<file path="src/rtl/cacheline_burst_adapter.sv">
// Converts one 256-bit cache-line request into a 4-beat 64-bit memory burst and
// returns a single-cycle line response; one line transaction in flight at a time.
module cacheline_burst_adapter #(
  parameter int unsigned ADDR_WIDTH = 32,
  parameter int unsigned BEATS      = 4
) (
  input  logic                  clk,
  input  logic                  rst_n,
  input  logic                  line_read,
  input  logic                  line_write,
  input  logic [ADDR_WIDTH-1:0] line_addr,
  input  logic [BEATS*64-1:0]   line_wdata,
  output logic                  line_resp,
  output logic [BEATS*64-1:0]   line_rdata,
  output logic                  burst_read,
  output logic                  burst_write,
  output logic [ADDR_WIDTH-1:0] burst_addr,
  output logic [63:0]           burst_wdata,
  input  logic [63:0]           burst_rdata,
  input  logic                  burst_resp
);

  localparam logic [1:0] IDLE  = 2'd0;
  localparam logic [1:0] READ  = 2'd1;
  localparam logic [1:0] WRITE = 2'd2;
  localparam logic [1:0] DONE  = 2'd3;

  localparam logic [1:0] LAST_BEAT = 2'(BEATS - 1);

  logic [1:0]            r_state;
  logic [1:0]            r_cnt;
  logic [ADDR_WIDTH-1:0] r_addr;
  logic [BEATS*64-1:0]   r_wline;
  logic [BEATS*64-1:0]   r_rdata;
  // Beats 0..2 are staged here so line_rdata only changes when a read completes.
  logic [(BEATS-1)*64-1:0] r_rbuf;

  logic [7:0]            w_off;
  logic [ADDR_WIDTH-1:0] w_addr_aligned;
  logic                  w_last;

  assign w_off          = {r_cnt, 6'b0};
  assign w_addr_aligned = {line_addr[ADDR_WIDTH-1:5], 5'b0};
  assign w_last         = burst_resp && (r_cnt == LAST_BEAT);

  always_ff @(posedge clk or negedge rst_n) begin
    if (!rst_n) begin
      r_state <= IDLE;
      r_cnt   <= '0;
      r_addr  <= '0;
      r_wline <= '0;
      r_rdata <= '0;
      r_rbuf  <= '0;
    end else begin
      case (r_state)
        IDLE: begin
          if (line_write) begin
            r_addr  <= w_addr_aligned;
            r_wline <= line_wdata;
            r_cnt   <= '0;
            r_state <= WRITE;
          end else if (line_read) begin
            r_addr  <= w_addr_aligned;
            r_cnt   <= '0;
            r_state <= READ;
          end
        end
        READ: begin
          if (burst_resp) begin
            r_cnt <= r_cnt + 2'd1;
            if (w_last) begin
              r_rdata <= {burst_rdata, r_rbuf};
              r_state <= DONE;
            end else begin
              r_rbuf[w_off +: 64] <= burst_rdata;
            end
          end
        end
        WRITE: begin
          if (burst_resp) begin
            r_cnt <= r_cnt + 2'd1;
            if (w_last) begin
              r_state <= DONE;
            end
          end
        end
        DONE: begin
          r_cnt   <= '0;
          r_state <= IDLE;
        end
        default: begin
          r_state <= IDLE;
        end
      endcase
    end
  end

  // Outputs decode directly from state so an asynchronous reset drops them at once.
  assign burst_read  = (r_state == READ);
  assign burst_write = (r_state == WRITE);
  assign burst_addr  = r_addr;
  assign burst_wdata = (r_state == WRITE) ? r_wline[w_off +: 64] : 64'd0;
  assign line_resp   = (r_state == DONE);
  assign line_rdata  = r_rdata;

endmodule

</file>
<file path="config.mk">
export PLATFORM = sky130hd
export DESIGN_NAME = cacheline_burst_adapter
export DESIGN_NICKNAME = d
export VERILOG_FILES = /design/src/rtl/cacheline_burst_adapter.sv
export SDC_FILE = /design/constraint.sdc
export NUM_CORES = 1
export LEC_CHECK = 0
export ABC_AREA = 0
export BUFFER_PORTS_ARGS = -buffer_cell sky130_fd_sc_hd__buf_2
export CELL_PAD_IN_SITES_DETAIL_PLACEMENT = 1
export CELL_PAD_IN_SITES_GLOBAL_PLACEMENT = 2
export CORE_MARGIN = 5
export CORE_UTILIZATION = 37
export DETAILED_ROUTE_END_ITERATION = 7
export PLACE_DENSITY = 0.78
export SLEW_MARGIN = 10
export SYNTH_ARGS = -nofsm -noshare
export SYNTH_HDL_FRONTEND = slang
export SYNTH_SLANG_ARGS = --single-unit
</file>
<file path="constraint.sdc">
create_clock -name clk -period 3.09 [get_ports clk]
set_input_delay 0.618 -clock clk [delete_from_list [all_inputs] [get_ports clk]]
set_output_delay 0.618 -clock clk [all_outputs]
set_load 0.02 [all_outputs]
</file>
==> results.yml <==
critical_path:
  worst_ep_arrival_time_ns: 2.34
  critical_path_required_ns: 2.47
  critical_path_peak_fanout: 29
  crit_buf_inv: 2
  cpPeakStageDelay_ns: 0.57
  worst_setup_path_start_kind: "register"
  critPathCaptureType: "output pin"
  crit_chain: "buf_16, mux4_2, and2_1, buf_2"
  crit_family: "multiplexers"
  cp_slowest_cell: "mux4_2"
  criticalPathCategory: "register to output pin"
clocking:
  cts_buffers: 81
  clock_latency_ns: 0.63
  root_buffer: "clkbuf_16"
  cts_sinks: 735
  cts_tree: "built"
  cts.htree.levels: 3
  cts_buffer_depth: 3
  cts.clk_slew.worst_paths_ns: 0.06
placed_design:
  gp_congestion: 0.827
  hpwl_mm: 62.0
  dpl_cell_area_um2: 33900
  portBuffers: 701
power_and_ir_drop:
  power_density_nw_per_um2: 902
  cellLeakagePower_nw: 18.7
  max-vdd-ir-drop_v: 0.000516
  power.total_mw: 33.1
yosys:
  synth-seq-area-share: 0.633
  dominantRegCellSynth: "dfrtp_1"
  synth_xor_area_frac: 0
  synthAdderAreaFrac: 0.00474
  yosysTopAreaCell: "dfrtp_1"
  synth_cell_types: 30
  synthSimpleGateAreaFrac: 0.0195
  synth_mux_area_frac: 0.259
  netlist_instances: 1763
  synth_commonest_cells: "dfrtp_1 (735), mux2_2 (539), a22o_1 (192)"
  async_flop_share: 1.00
  synth_top_area_frac: 0.633
  ys_warn_count: 0
  avgSynthCellArea_um2: 16.5
  synth-edff-count: 0
  synth_top_family_by_area: "multiplexers"
  synth_compound_area_frac: 0.0590
  synth_most_common_cell: "dfrtp_1"
  synth_area_leaders: "dfrtp_1 (63%), mux2_2 (21%), a22o_1 (5.8%), mux4_2 (5.0%), and2_1 (1.4%)"
  synth_seq_cells: 735
  synthesis.area_um2: 29100
route:
  drc: 0
  via_count: 18500
  wl_per_cell_um: 24.3
  first_pass_iters: 5
  drtIter0Drc: 884
  vias_per_cell: 5.14
  wl_mm: 87.6
  antenna_left: 0
sta:
  max-slew-margin-rel: 0.554
  final_max_slew_viol_count: 0
  skew_ns: 0.0263
  period_needed_ns: 2.96
  worst_pin_slew_ns: 0.669
  finalCritPeriodShare: 0.959
  rsz0062_at_grt: "no"
  setup_tns_ns: 0
  setup_viol: 0
  fmax_ghz: 0.338
  hold_viol_final: 0
die:
  fp.dieH_um: 290
  core_area_um2: 77700
  row_count: 102
  fp.dieArea_um2: 84200
  initial_core_util: 0.374
  die_w_um: 290
  io-pin-count: 712
finish:
  fin_area_um2: 36700
  layout.nets: 2851
  multi_input_area_um2: 10000
  final-seq-area_um2: 18400
  area_growth_pct: 26.2
  n_fill_cell: 7833
  layout-drive-gt1-share: 0.587
global_route:
  grt_antenna_before_repair: 56
  grt.total_usage: 0.204
  grt_pass1_vias: 20800
  grt_pass1_wl_mm: 134
  grt_max_degree: 103
  grt.overflow.total: 0
min_path:
  min_path_type: "primary input to register"
run:
  max_cap_viol_count: 0
status:
  outcome: "finished, final reports clean"
[repair_timing]
item / CTS / global route
setup buffers: 3 / 0
gates resized for setup: 1 / 1
endpoints found under the hold margin: 35 / 0
hold buffers: 1 / 0
setup endpoints to repair: 55 / 1
[registers in the layout, summed over array words and instances (netlist names)]
signal and cells:
line_rdata 256, r_wline 256, r_rbuf 192, burst_addr 27, r_cnt 2, r_state 2
[layout by cell type (no fill, tap or decap), types with 2 or more instances in the layout]
cell and instances:
clkbuf_1 22, mux2i_1 3, diode_2 22, clkbuf_16 81, o211ai_1 2, a22o_1 192, clkinv_8 3, buf_12 23
clkbuf_8 18, buf_2 700, mux2_2 539, mux4_2 64, nand4b_1 2, ha_1 10, inv_1 3, nand2_1 6
clkinvlp_4 2, clkinv_2 11, dfrtp_1 733, buf_4 32, clkinv_16 3, nor4_4 2, bufinv_16 2, and2_1 64
conb_1 5
[cell families after synthesis]
family	count (synthesis)
adder cells (fa/ha/maj)	11
multiplexers	606
buffers and inverters	129
AO/OA/AOI/OAI	197
flip-flops	735
AND/OR/NAND/NOR	84
other	1
[final timing paths]
kind                            startpoint         endpoint  slack (ns)  cells past startpoint
max                               r_cnt[0]  burst_wdata[30]        0.13                      4
max in group asynchronous            rst_n  line_rdata[224]        1.45                      4
min in group asynchronous            rst_n      r_rbuf[145]        0.59                      2
min reg2reg                line_rdata[131]  line_rdata[131]        0.50                      1
max reg2reg                       r_cnt[0]   line_rdata[82]        0.34                      6
min                        line_wdata[184]     r_wline[184]        0.22                      2
[final cells by class]
cell class,count,area share
multi-input combinational,903,0.273
sequential,735,0.501
clock buffer,121,0.0643
inverter,4,0.000409
timing repair buffer,758,0.116
antenna,22,0.00150
tap,1040,0.0355
clock inverter,23,0.00781
[metrics by stage]
stage / instances / setup slack (ns) / utilization / hold WS, ns
2_1_floorplan: 1767 / 0.845 / - / 0.322
3_3_place_gp: 3436 / 0.479 / 0.437 / 0.481
3_5_place_dp: 3436 / 0.392 / 0.437 / 0.487
4_1_cts: 3584 / 0.0230 / 0.471 / 0.162
5_1_grt: 3598 / 0.0105 / 0.472 / 0.177
6_report: 3606 / 0.127 / 0.472 / 0.222
[per-layer routing]
metal  routed length [um]  global-route usage
met3                 7220              0.0744
met5                  375                   0
met4                 2260              0.0626
met1                33500               0.244
met2                44300               0.346
[report_power, final]
part           switching (mW)  internal (mW)  total [mW]
logic                    4.73           4.90        9.63
clock network            4.00           5.49        9.48
registers                1.53           12.4        14.0
Power figures use the tool's default switching activity.
